<file path="src/rtl/mux_scan_seq_pkg.sv">
// mux_scan_pkg: shared state encoding and default parameters for the mux scan sequencer
package mux_scan_pkg;
  localparam int NUM_CH_DEF = 10;
  localparam int DW_DEF = 8;
  localparam int SW_DEF = 4;
  typedef enum logic [1:0] {IDLE = 2'd0, SETTLE = 2'd1, OUT = 2'd2} state_e;
  localparam logic [1:0] S_IDLE = IDLE;
  localparam logic [1:0] S_SETTLE = SETTLE;
  localparam logic [1:0] S_OUT = OUT;
endpackage

</file>
<file path="src/rtl/mux_scan_seq_if.sv">
// mux_scan_seq_if: command, mux select/data and sample output bundle of the sequencer
interface mux_scan_seq_if import mux_scan_pkg::*; #(
  parameter int NUM_CH = NUM_CH_DEF,
  parameter int DW = DW_DEF,
  parameter int SW = SW_DEF
);
  logic start;
  logic [NUM_CH-1:0] ch_mask;
  logic [DW-1:0] mux_data;
  logic [SW-1:0] sel;
  logic out_valid;
  logic out_ready;
  logic [DW-1:0] out_data;
  logic [SW-1:0] out_chan;
  logic busy;
  logic done;
  modport master (
    input start, ch_mask, mux_data, out_ready,
    output sel, out_valid, out_data, out_chan, busy, done
  );
  modport slave (
    output start, ch_mask, mux_data, out_ready,
    input sel, out_valid, out_data, out_chan, busy, done
  );
endinterface

</file>
<file path="src/rtl/mux_scan_seq_next_ch.sv">
// mux_scan_next_ch: lowest set mask bit strictly above cur; cur = -1 searches from bit 0
module mux_scan_next_ch import mux_scan_pkg::*; #(
  parameter int NUM_CH = NUM_CH_DEF,
  parameter int SW = SW_DEF
) (
  input  logic [NUM_CH-1:0] mask,
  input  logic signed [SW:0] cur,
  output logic [SW-1:0] nxt,
  output logic found
);
  // scan downward so the lowest qualifying bit is the last one written
  always_comb begin
    nxt = '0;
    found = 1'b0;
    for (int i = NUM_CH - 1; i >= 0; i--) begin
      if (mask[i] && i > int'(cur)) begin
        nxt = SW'(i);
        found = 1'b1;
      end
    end
  end
endmodule

</file>
<file path="src/rtl/mux_scan_seq.sv">
// mux_scan_seq: sweeps enabled mux channels in ascending order, one registered sample per channel
module mux_scan_seq import mux_scan_pkg::*; #(
  parameter int NUM_CH = NUM_CH_DEF,
  parameter int DW = DW_DEF,
  parameter int SW = SW_DEF
) (
  input logic clk,
  input logic rst,
  mux_scan_seq_if.master bus
);
  logic [1:0] state_q, state_d;
  logic [SW-1:0] sel_q, sel_d, out_chan_q, out_chan_d, nxt;
  logic [DW-1:0] out_data_q, out_data_d;
  logic [NUM_CH-1:0] mask_q, mask_d, scan_mask;
  logic out_valid_q, out_valid_d, done_q, done_d, found, idle;
  logic signed [SW:0] cur;
  assign idle = state_q == S_IDLE;
  assign scan_mask = idle ? bus.ch_mask : mask_q;
  assign cur = idle ? '1 : {1'b0, sel_q};
  mux_scan_next_ch #(.NUM_CH(NUM_CH), .SW(SW)) u_next (
    .mask(scan_mask),
    .cur(cur),
    .nxt(nxt),
    .found(found)
  );
  // sweep control: accept start in IDLE, capture after one settle cycle, advance on handshake
  always_comb begin
    state_d = state_q;
    sel_d = sel_q;
    mask_d = mask_q;
    out_valid_d = out_valid_q;
    out_data_d = out_data_q;
    out_chan_d = out_chan_q;
    done_d = 1'b0;
    if (idle && bus.start) begin
      state_d = found ? S_SETTLE : S_IDLE;
      mask_d = found ? bus.ch_mask : mask_q;
      sel_d = found ? nxt : sel_q;
      done_d = !found;
    end else if (state_q == S_SETTLE) begin
      out_data_d = bus.mux_data;
      out_chan_d = sel_q;
      out_valid_d = 1'b1;
      state_d = S_OUT;
    end else if (state_q == S_OUT && out_valid_q && bus.out_ready) begin
      out_valid_d = 1'b0;
      state_d = found ? S_SETTLE : S_IDLE;
      sel_d = found ? nxt : '0;
      done_d = !found;
    end
  end
  // state and output registers, cleared immediately by reset
  always_ff @(posedge clk or posedge rst) begin
    if (rst) begin
      state_q <= S_IDLE;
      sel_q <= '0;
      mask_q <= '0;
      out_valid_q <= 1'b0;
      out_data_q <= '0;
      out_chan_q <= '0;
      done_q <= 1'b0;
    end else begin
      state_q <= state_d;
      sel_q <= sel_d;
      mask_q <= mask_d;
      out_valid_q <= out_valid_d;
      out_data_q <= out_data_d;
      out_chan_q <= out_chan_d;
      done_q <= done_d;
    end
  end
  assign bus.sel = sel_q;
  assign bus.out_valid = out_valid_q;
  assign bus.out_data = out_data_q;
  assign bus.out_chan = out_chan_q;
  assign bus.busy = !idle;
  assign bus.done = done_q;
endmodule

</file>
<file path="src/flat_wrapper.sv">
// flat-port wrapper written by rule: the top's interface ports become plain ports
module mux_scan_seq_flat import mux_scan_pkg::*;
#(
  parameter int NUM_CH = NUM_CH_DEF,
  parameter int DW = DW_DEF,
  parameter int SW = SW_DEF
)
  (clk, rst, bus_start, bus_ch_mask, bus_mux_data, bus_out_ready, bus_sel, bus_out_valid, bus_out_data, bus_out_chan, bus_busy, bus_done);
  mux_scan_seq_if #(.NUM_CH(NUM_CH), .DW(DW), .SW(SW)) bus_i ();
  input logic clk;
  input logic rst;
  input wire logic [$bits(bus_i.start)-1:0] bus_start;
  input wire logic [$bits(bus_i.ch_mask)-1:0] bus_ch_mask;
  input wire logic [$bits(bus_i.mux_data)-1:0] bus_mux_data;
  input wire logic [$bits(bus_i.out_ready)-1:0] bus_out_ready;
  output wire logic [$bits(bus_i.sel)-1:0] bus_sel;
  output wire logic [$bits(bus_i.out_valid)-1:0] bus_out_valid;
  output wire logic [$bits(bus_i.out_data)-1:0] bus_out_data;
  output wire logic [$bits(bus_i.out_chan)-1:0] bus_out_chan;
  output wire logic [$bits(bus_i.busy)-1:0] bus_busy;
  output wire logic [$bits(bus_i.done)-1:0] bus_done;
  assign bus_i.start = bus_start;
  assign bus_i.ch_mask = bus_ch_mask;
  assign bus_i.mux_data = bus_mux_data;
  assign bus_i.out_ready = bus_out_ready;
  assign bus_sel = bus_i.sel;
  assign bus_out_valid = bus_i.out_valid;
  assign bus_out_data = bus_i.out_data;
  assign bus_out_chan = bus_i.out_chan;
  assign bus_busy = bus_i.busy;
  assign bus_done = bus_i.done;
  mux_scan_seq #(.NUM_CH(NUM_CH), .DW(DW), .SW(SW)) u_core (.clk(clk), .rst(rst), .bus(bus_i));
endmodule
</file>
<file path="config.mk">
export PLATFORM = sky130hd
export DESIGN_NAME = mux_scan_seq_flat
export DESIGN_NICKNAME = d
export VERILOG_FILES = /design/src/rtl/mux_scan_seq_pkg.sv /design/src/rtl/mux_scan_seq_if.sv /design/src/rtl/mux_scan_seq_next_ch.sv /design/src/rtl/mux_scan_seq.sv /design/src/flat_wrapper.sv
export SDC_FILE = /design/constraint.sdc
export NUM_CORES = 1
export LEC_CHECK = 0
export ABC_AREA = 1
export BUFFER_PORTS_ARGS = -buffer_cell sky130_fd_sc_hd__buf_2
export CORE_MARGIN = 2
export CORE_UTILIZATION = 55
export CTS_CLUSTER_DIAMETER = 100
export DETAILED_ROUTE_END_ITERATION = 10
export PLACE_DENSITY = 0.83
export SETUP_SLACK_MARGIN = 0.1
export SLEW_MARGIN = 20
export SYNTH_ARGS = -nofsm -noshare
export SYNTH_HDL_FRONTEND = slang
export SYNTH_SLANG_ARGS = --single-unit
</file>
<file path="constraint.sdc">
create_clock -name clk -period 5.06 [get_ports clk]
set_input_delay 0.506 -clock clk [delete_from_list [all_inputs] [get_ports clk]]
set_output_delay 0.506 -clock clk [all_outputs]
set_load 0.005 [all_outputs]
</file>
==> run metrics, run 1 <==
Final Max Tran Viols=0; post-synth top area cell=dfrtp_1; worst skew pair latency=between 0.3 and 0.4 ns; cts hold-fix bufs=0; Mapped Area=approximately 0.0015 sq mm; # placed instances=243; register bit total from synthesis=29; Filler Cell Count=slightly above 200; setup slack, reg-to-reg=approximately 3.0 ns; Flop pwr share=51.5%; diode count=0; VDD IR max=0.000226 V; synthesized net count=198; Setup TNS=0 ns; endpoints failing hold=0; Gate Count Post-Synth=176; Worst R2R End=u_core.bus.sel[3]$_DFFE_PP0P_; I/O pin count=41; Die Ht=56.1 microns; crit-path max FO=17; setup bufs post-CTS=0; path depth of the worst reg2reg path=14; Synth Warn #=0; Setup crit end=u_core.bus.sel[3]$_DFFE_PP0P_; Die Footprint=~0.0032 sq mm; routed len/inst=12.0 microns; antenna-violating nets left=0; first-pass GRT wire length=5150 microns; crit path DAT=2.28 ns; Clock Skew=0.00634 ns; P_leak=1.02 nW; fin crit share=40.4%; gr usage total=21.5%; worst r2r src=u_core.state_q[1]$_DFFE_PP0P_; Residual DRC=0; Max clock buf depth=2; Int Power=0.363 mW; final WL=3020 microns; initial antenna violation count=0; Net Sw Power=~0.096 mW; largest cells by area after synthesis=dfrtp_1 (49%), nand2_1 (15%), mux2_2 (6.0%); sequential-to-total area share from yosys stat=around half; chip width=between 50 and 60 microns; clock power share=44.0%; Yosys top cell area share=between 40% and 50%; status=completed; DR vias/cell=roughly 5.2; Max-cap violations=0; Overflow after GRT=0; clock period minus worst slack=2.05 ns; share of cells above drive strength 1=approximately a third; Initial Util=about three fifths; Pwr Density=256 mW/mm^2; clk root buf=clkbuf_4; worst setup path category=reg -> reg; CTS clk-pin slew, worst paths=0.09 ns; commonest non-fill, non-tap cell in the layout=nand2_1; pin count of the biggest net entering global routing=30; Syn-to-layout area delta=20.1%; RSZ-0062 raised after global routing=no; DR iter-0 viols=48; switch share=between 20% and 30%; total CTS buffers=5; clock sinks=29; dpl hpwl=approximately 2300 microns; CTS tree=yes; Final setup viols=0; Core Footprint=around 0.0025 sq mm; Site Rows=18; CP endpoint kind=flip-flop; vias in the first global route=1,200; Min-Delay Path Class=in -> async; CTS HTree Levels=2; startpoint type of the worst setup path=flip-flop; CP startpoint=u_core.state_q[1]$_DFFE_PP0P_; commonest cells after routing, fill and taps aside=nand2_1 (59), buf_2 (40), dfrtp_1 (29); via count=1,301; worst-margin pin slew=approximately 0.58 ns; DR pass1 iterations=5; slew margin rel.=between 60% and 70%; PostCTS Resize Cnt=0; routability cong.=0.877; Mean Syn Cell Area=between 8 and 9 sq um; Required @ worst endpoint=5.30 ns; synth unique cells=26; port bufs=40; fin cells=251; highest achievable clock rate=489 MHz; NumNets Final=242; Logic pwr share=4.6%
## metrics by stage
stage | setup WS [ns] | cell area (sq um) | hold WS [ns] | total power, mW | utilization, %
after floorplan | 3.37 | 1500 | 0.442 | 0.249 | -
after global placement | 3.12 | 1710 | 0.463 | 0.261 | 67.7
after detailed placement | 3.05 | 1710 | 0.473 | 0.262 | 67.7
after CTS | 3.03 | 1800 | 0.378 | 0.464 | 71.2
after global routing | 2.77 | 1800 | 0.260 | 0.476 | 71.2
final | 3.01 | 1800 | 0.209 | 0.459 | 71.2
## power groups by stage
stage | registers (mW) | clock network (mW) | logic (mW)
6_report | 0.236 | 0.202 | 0.0209
5_1_grt | 0.237 | 0.215 | 0.0239
4_1_cts | 0.236 | 0.206 | 0.0214
3_5_place_dp | 0.241 | 0 | 0.0214
3_3_place_gp | 0.241 | 0 | 0.0207
2_1_floorplan | 0.241 | 0 | 0.00770
## worst min path at each step
stage / end / slack, ns
6_report: u_core.bus.out_data[4]$_DFFE_PP0P_ / 0.21
2_1_floorplan: u_core.mask_q[1]$_DFFE_PP0P_ / 0.44
3_5_place_dp: u_core.bus.out_chan[2]$_DFFE_PP0P_ / 0.47
3_3_place_gp: u_core.bus.out_chan[3]$_DFFE_PP0P_ / 0.46
4_1_cts: u_core.bus.out_data[6]$_DFFE_PP0P_ / 0.38
5_1_grt: u_core.bus.out_data[1]$_DFFE_PP0P_ / 0.26
## Yosys cell counts
| master | n |
|---|---|
| inv_1 | 16 |
| nor2_1 | 10 |
| nand2_4 | 2 |
| o21ai_1 | 10 |
| a21boi_2 | 1 |
| buf_6 | 2 |
| a21oi_1 | 1 |
| dfrtp_1 | 29 |
| clkinv_1 | 1 |
| nor2_2 | 1 |
| nand3_4 | 1 |
| a31oi_1 | 1 |
| mux2_2 | 8 |
| nand3_2 | 2 |
| nor2_4 | 3 |
| nand2_1 | 59 |
| nand2_2 | 4 |
| nand3_1 | 9 |
| nand4_1 | 1 |
| o21ai_0 | 7 |
| a22oi_2 | 1 |
| o21bai_1 | 1 |
| a21oi_2 | 1 |
| nor3_1 | 2 |
| inv_2 | 2 |
| clkbuf_1 | 1 |
## metal layers
metal	track usage (%)	part of all wire, %	routed length (microns)
met5	0	0	0
met1	26.7	44	1340
met3	9.07	6.8	205
met2	32.9	47	1420
met4	8.84	1.8	54
## state kept, by name (all words and copies together), names as in the netlist
signal / cells
u_core.mask_q: 9
u_core.bus.out_data: 8
u_core.bus.out_chan: 4
u_core.bus.sel: 4
u_core.state_q: 2
u_core.bus.done: 1
u_core.bus.out_valid: 1
## cell families (layout without fill, tap and decap cells)
family	after synthesis	after routing	share of synthesized area, %
compound gates	23	23	9.12
buf+inv	22	67	6.53
flops	29	29	48.5
mux	8	8	6.03
simple gates	94	94	29.8
## critical path, stage by stage (launching register included)
cell and delay [ns]:
dfrtp_1 0.44, inv_2 0.10, nand2_4 0.13, nand3_2 0.14, clkinv_1 0.12, nand2_1 0.07
o21ai_1 0.05, nand2_1 0.09, nand2_2 0.09, nor2_4 0.15, nand3_4 0.12, nand2_4 0.19
nand2_2 0.12, nand2_1 0.08, o21ai_1 0.06
## layout make-up
| cell class | count | area [sq um] | share of cell area [%] |
|---|---|---|---|
| inverters | 19 | 71.3 | 3.97 |
| clock inverters | 2 | 37.5 | 2.09 |
| well taps | 30 | 37.5 | 2.09 |
| multi-input cells | 125 | 672 | 37.4 |
| clock buffers | 6 | 51.3 | 2.86 |
| flip-flops and latches | 29 | 726 | 40.4 |
| repair buffers | 40 | 200 | 11.1 |
(Power assumes the default switching activity.)
==> run 2, diff against run 1 <==
- CORE_UTILIZATION: 55 -> 46
- PLACE_DENSITY: 0.83 -> 0.74
- clock period: 5.06 -> 1.8 ns (I/O delays scaled with it)
==> run metrics, run 2 (synthesis results as in run 1) <==
Initial Util=48.6% (was 59.3%); DR iter-0 viols=44 (was 48); vias in the first global route=1,240 (was 1,200); max reg flops=9 (unchanged); antenna-violating nets left=0 (unchanged); Required @ worst endpoint=2.02 ns (was 5.30 ns); initial antenna violation count=0 (unchanged); total CTS buffers=5 (unchanged); first-pass GRT wire length=5420 microns (was 5150 microns); CP endpoint kind=flip-flop (unchanged); startpoint type of the worst setup path=flip-flop (unchanged); slew margin rel.=74.2% (was 61.0%); Final Max Tran Viols=0 (unchanged); endpoints failing hold=0 (unchanged); Reg with most FFs=u_core.mask_q (unchanged); RSZ-0062 raised after global routing=yes (was no); Max-cap violations=0 (unchanged); DR vias/cell=5.02 (was 5.18); worst-margin pin slew=0.386 ns (was 0.584 ns); worst setup path category=reg -> reg (unchanged); crit-path max FO=6 (was 17); Overflow after GRT=0 (unchanged); Max clock buf depth=2 (unchanged); Final Worst Setup Slack=-0.0706 ns (was 3.01 ns); commonest non-fill, non-tap cell in the layout=nand2_1 (unchanged); share of cells above drive strength 1=45.6% (was 33.9%); final WL=3570 microns (was 3020 microns); highest achievable clock rate=535 MHz (was 489 MHz); CTS clk-pin slew, worst paths=0.10 ns (was 0.09 ns); Hold Slack=0.0616 ns (was 0.209 ns); Worst Hold Launch=bus_mux_data[2]; via count=1,430 (was 1,301); NumNets Final=262 (was 242); clk root buf=clkbuf_4 (unchanged); Core Footprint=0.00308 sq mm (was 0.00252 sq mm); routability cong.=0.861 (was 0.877); I/O pin count=41 (unchanged); dpl hpwl=2370 microns (was 2270 microns); VDD IR max=0.000457 V (was 0.000226 V); clock sinks=29 (unchanged); gr usage total=20.6% (was 21.5%); Clock Skew=0.0108 ns (was 0.00634 ns); CTS tree=yes (unchanged); Residual DRC=0 (unchanged); CP startpoint=u_core.state_q[1]$_DFFE_PP0P_ (unchanged); fin cells=285 (was 251); Die Footprint=0.00372 sq mm (was 0.00315 sq mm); Final setup viols=13 (was 0); Layout Utilization=68.0% (was 71.2%); crit path DAT=2.09 ns (was 2.28 ns); commonest cells after routing, fill and taps aside=nand2_1 (48), buf_2 (40), dfrtp_1 (29) (was nand2_1 (59), buf_2 (40), dfrtp_1 (29)); Die Ht=61.0 microns (was 56.1 microns); status=finished, violations left (was completed); clock period minus worst slack=1.87 ns (was 2.05 ns); routed len/inst=12.5 microns (was 12.0 microns); chip width=61.0 microns (was 56.1 microns); fin crit share=104% (was 40.4%); DR pass1 iterations=4 (was 5); Placed Area=0.00180 sq mm (was 0.00171 sq mm); worst r2r src=u_core.state_q[1]$_DFFE_PP0P_ (unchanged); post-route design area=0.00209 sq mm (was 0.00180 sq mm); Min-Delay Path Class=in -> reg (was in -> async); P_leak=1.14 nW (was 1.02 nW); port bufs=40 (unchanged); # placed instances=265 (was 243); setup slack, reg-to-reg=-0.07 ns (was 3.01 ns); pin count of the biggest net entering global routing=30 (unchanged); Setup TNS=-0.638 ns (was 0 ns); diode count=0 (unchanged); CTS HTree Levels=2 (unchanged); worst skew pair latency=0.34 ns (about the same); Pwr Density=620 mW/mm^2 (was 256 mW/mm^2); Syn-to-layout area delta=40.0% (was 20.1%); Filler Cell Count=250 (was 205); Site Rows=20 (was 18); failing checks=setup timing
-- run 2: changes by cell type in the layout (fill, tap and decap cells not counted), moves of 2 or more --
cell,change
nand2_4,+3
nand2_1,-11
o21ai_0,-3
buf_4,+17
o21ai_1,+2
nand2_2,+7
-- run 2: worst max-delay path: stages (launching register included) --
cell	delay, ns
dfrtp_1	0.43
inv_2	0.09
nand2_4	0.08
nand3_4	0.10
clkinv_4	0.07
a22oi_2	0.24
nand2_1	0.14
nor2_4	0.14
nand3_4	0.12
nand2_8	0.12
nand2_4	0.08
nand2_1	0.07
o21ai_1	0.06
-- run 2: worst paths after layout --
kind,endpoint,cells after the start
max,u_core.bus.sel[1]$_DFFE_PP0P_,12
min,u_core.bus.out_data[2]$_DFFE_PP0P_,2
max reg2reg,u_core.bus.sel[1]$_DFFE_PP0P_,12
min reg2reg,u_core.bus.out_data[0]$_DFFE_PP0P_,1
max in group asynchronous,u_core.bus.sel[1]$_DFFE_PP0P_,4
min in group asynchronous,u_core.bus.out_data[7]$_DFFE_PP0P_,4
-- run 2: area by class of cell --
cell class | count | area, sq um | area share, %
Clock buffer | 6 | 51.3 | 2.45
Multi-Input combinational cell | 125 | 764 | 36.5
Sequential cell | 29 | 726 | 34.7
Inverter | 19 | 76.3 | 3.65
Tap cell | 44 | 55.1 | 2.63
Timing Repair Buffer | 60 | 383 | 18.3
Clock inverter | 2 | 37.5 | 1.79
-- run 2: repair_timing --
item	in CTS	in global routing
cloned	0	1
buffers inserted	5	5
endpoints found under the setup margin	13	15
gates resized for setup	5	24
endpoints found under the hold margin	29	0
hold buffers	1	0
pin swaps	3	10
-- run 2: metrics by stage --
step	worst slack, ns	total power [mW]
2_1_floorplan	0.108	0.700
3_3_place_gp	0.0315	0.738
3_5_place_dp	-0.0107	0.739
4_1_cts	0.0182	1.31
5_1_grt	-0.197	1.34
6_report	-0.0706	1.30
-- run 2: power by group --
group	leakage (nW)	internal, mW	total (mW)	switching (mW)
Sequential	0.355	0.660	0.664	0.00379
Clock	0.0445	0.330	0.572	0.242
Combinational	0.742	0.0324	0.0624	0.0300
-- run 2: routing by layer --
metal	track usage (%)	part of all wire, %
met1	27.3	45
met2	31.6	48
met3	3.78	5.3
met4	12.1	1.6
met5	0	0
==> run 3, diff against run 2 <==
- BUFFER_PORTS_ARGS: -buffer_cell sky130_fd_sc_hd__buf_2 -> -buffer_cell sky130_fd_sc_hd__buf_4
==> run metrics, run 3 (synthesis results as in run 1) <==
Final Worst Setup Slack=-0.0929 ns (was -0.0706 ns); path depth of the worst reg2reg path=15 (was 12); antenna-violating nets left=0 (unchanged); CTS clk-pin slew, worst paths=0.09 ns (was 0.10 ns); crit path DAT=2.15 ns (was 2.09 ns); Pwr Density=482 mW/mm^2 (was 620 mW/mm^2); first-pass GRT wire length=6130 microns (was 5420 microns); Setup WS pre-CTS=-0.0871 ns (was -0.0107 ns); worst skew pair latency=0.33 ns (was 0.34 ns); Die Footprint=0.00372 sq mm (unchanged); Buf/Inv on CP=3 (was 2); Core Footprint=0.00308 sq mm (unchanged); NumNets Final=274 (was 262); chip width=61.0 microns (unchanged); status=finished, violations left (unchanged); CTS HTree Levels=2 (unchanged); startpoint type of the worst setup path=flip-flop (unchanged); Site Rows=20 (unchanged); Setup crit end=u_core.bus.sel[3]$_DFFE_PP0P_ (was u_core.bus.sel[1]$_DFFE_PP0P_); cells along the critical path=inv_2, nand2_4, nand2_4, nand2_2, nand2_1, nand2_2, nand2_2, nand2_2, nor2_4, buf_4, buf_4, nand2_1, nor2_1, nand2_1, o21ai_1 (was inv_2, nand2_4, nand3_4, clkinv_4, a22oi_2, nand2_1, nor2_4, nand3_4, nand2_8, nand2_4, nand2_1, o21ai_1); Syn-to-layout area delta=59.9% (was 40.0%); final WL=4440 microns (was 3570 microns); Seq. cell area=727 sq um (was 726 sq um); P_leak=1.28 nW (was 1.14 nW); Initial Util=48.6% (unchanged); clock sinks=29 (unchanged); Die Ht=61.0 microns (unchanged); CP endpoint kind=flip-flop (unchanged); VDD IR max=0.000343 V (was 0.000457 V); worst-margin pin slew=0.377 ns (was 0.386 ns); area taken by multi-input logic gates=870 sq um (was 764 sq um); Critical Path Slowest Stage Cell=dfrtp_1 (unchanged); Worst path max stage delay=0.42 ns (was 0.43 ns); Hold Slack=0.0779 ns (was 0.0616 ns); Reg with most FFs=u_core.mask_q (unchanged); commonest cells after routing, fill and taps aside=buf_4 (63), nand2_1 (41), dfrtp_1 (28) (was nand2_1 (48), buf_2 (40), dfrtp_1 (29)); DR iter-0 viols=87 (was 44); Final Max Tran Viols=0 (unchanged); RSZ-0062 raised after global routing=yes (unchanged); Filler Cell Count=192 (was 250); DR vias/cell=5.16 (was 5.02); clock period minus worst slack=1.89 ns (was 1.87 ns); Final setup viols=12 (was 13); port bufs=40 (unchanged); # placed instances=268 (was 265); Crit path max-delay family=simple AND/OR/NAND/NOR gates (unchanged); via count=1,527 (was 1,430); Max-cap violations=0 (unchanged); share of cells above drive strength 1=55.6% (was 45.6%); pin count of the biggest net entering global routing=30 (unchanged); highest achievable clock rate=528 MHz (was 535 MHz); routability cong.=0.912 (was 0.861); commonest non-fill, non-tap cell in the layout=buf_4 (was nand2_1); Clock Skew=0.00385 ns (was 0.0108 ns); total CTS buffers=5 (unchanged); Max clock buf depth=2 (unchanged); gr usage total=22.9% (was 20.6%); routed len/inst=15.0 microns (was 12.5 microns); critical path's most frequent cell=nand2_2; I/O pin count=41 (unchanged); endpoints failing hold=0 (unchanged); DR pass1 iterations=4 (unchanged); vias in the first global route=1,388 (was 1,240); Overflow after GRT=0 (unchanged); WP depth=15 (was 12); dpl hpwl=2510 microns (was 2370 microns); setup slack, reg-to-reg=-0.09 ns (was -0.07 ns); clk root buf=clkbuf_4 (unchanged); worst r2r src=u_core.state_q[0]$_DFFE_PP0P_ (was u_core.state_q[1]$_DFFE_PP0P_); CP startpoint=u_core.state_q[0]$_DFFE_PP0P_ (was u_core.state_q[1]$_DFFE_PP0P_); fin cells=296 (was 285); failing checks=setup timing (unchanged); max reg flops=9 (unchanged); worst setup path category=reg -> reg (unchanged); Min-Delay Path Class=in -> reg (unchanged); Residual DRC=0 (unchanged); CTS tree=yes (unchanged); diode count=0 (unchanged); crit-path max FO=5 (was 6); Required @ worst endpoint=2.06 ns (was 2.02 ns); slew margin rel.=74.9% (was 74.2%); initial antenna violation count=0 (unchanged); Worst R2R End=u_core.bus.sel[3]$_DFFE_PP0P_ (was u_core.bus.sel[1]$_DFFE_PP0P_); fin crit share=105% (was 104%)
-- run 3: power breakdown --
part | switching [mW] | total [mW] | internal, mW
clock | 0.222 | 0.406 | 0.184
sequential | 0.00434 | 0.664 | 0.660
combinational | 0.0318 | 0.0814 | 0.0496
-- run 3: layer usage --
layer	share of wire (%)	vias to the layer above	routed length, microns	track usage (%)
li1	-	720	-	-
met1	42	731	1850	28.4
met2	50	58	2200	37.6
met3	5.4	18	239	6.72
met4	3.3	0	146	9.01
met5	0	-	0	0
-- run 3: timing repair --
| item | 4_1_cts | 5_1_grt |
|---|---|---|
| setup endpoints to repair | 14 | 15 |
| gates resized for setup | 27 | 37 |
| pin swaps | 9 | 18 |
| cloned | 0 | 1 |
| buffers inserted | 12 | 7 |
| hold buffers | 1 | 0 |
| hold endpoints to repair | 29 | 0 |
-- run 3: worst min path at each step --
stage / startpoint / endpoint / slack (ns) / cells past startpoint
final: bus_mux_data[1] / u_core.bus.out_data[1]$_DFFE_PP0P_ / 0.08 / 2
after global routing: bus_mux_data[4] / u_core.bus.out_data[4]$_DFFE_PP0P_ / 0.06 / 2
after CTS: bus_mux_data[6] / u_core.bus.out_data[6]$_DFFE_PP0P_ / 0.07 / 2
after detailed placement: rst / u_core.bus.out_data[2]$_DFFE_PP0P_ / 0.28 / 3
after floorplan: rst / u_core.bus.done$_DFF_PP0_ / 0.26 / 1
after global placement: rst / u_core.bus.out_data[2]$_DFFE_PP0P_ / 0.28 / 3
-- run 3: per-stage QoR --
| stage | setup TNS, ns | cell area (sq um) | power [mW] | utilization [%] |
|---|---|---|---|---|
| floorplan | 0 | 1500 | 0.700 | - |
| global placement | -0.0326 | 1930 | 0.755 | 62.8 |
| detailed placement | -0.442 | 1930 | 0.756 | 62.8 |
| CTS | 0 | 2180 | 1.16 | 71.0 |
| global route | -2.12 | 2390 | 1.20 | 77.7 |
| finish | -0.790 | 2390 | 1.15 | 77.7 |
-- run 3: layout make-up --
cell class                 count  area share [%]
clock buffer                   7            2.30
tap                           44            2.30
sequential                    29            30.4
inverter                      19            3.19
timing repair buffer          72            25.4
multi-input combinational    125            36.4
-- run 3: worst register-to-register path: stages, from the launching register on --
cell,delay (ns)
dfrtp_1,0.42
inv_2,0.10
nand2_4,0.10
nand2_4,0.12
nand2_2,0.07
nand2_1,0.08
nand2_2,0.06
nand2_2,0.07
nand2_2,0.08
nor2_4,0.15
buf_4,0.13
buf_4,0.11
nand2_1,0.06
nor2_1,0.13
nand2_1,0.08
o21ai_1,0.07
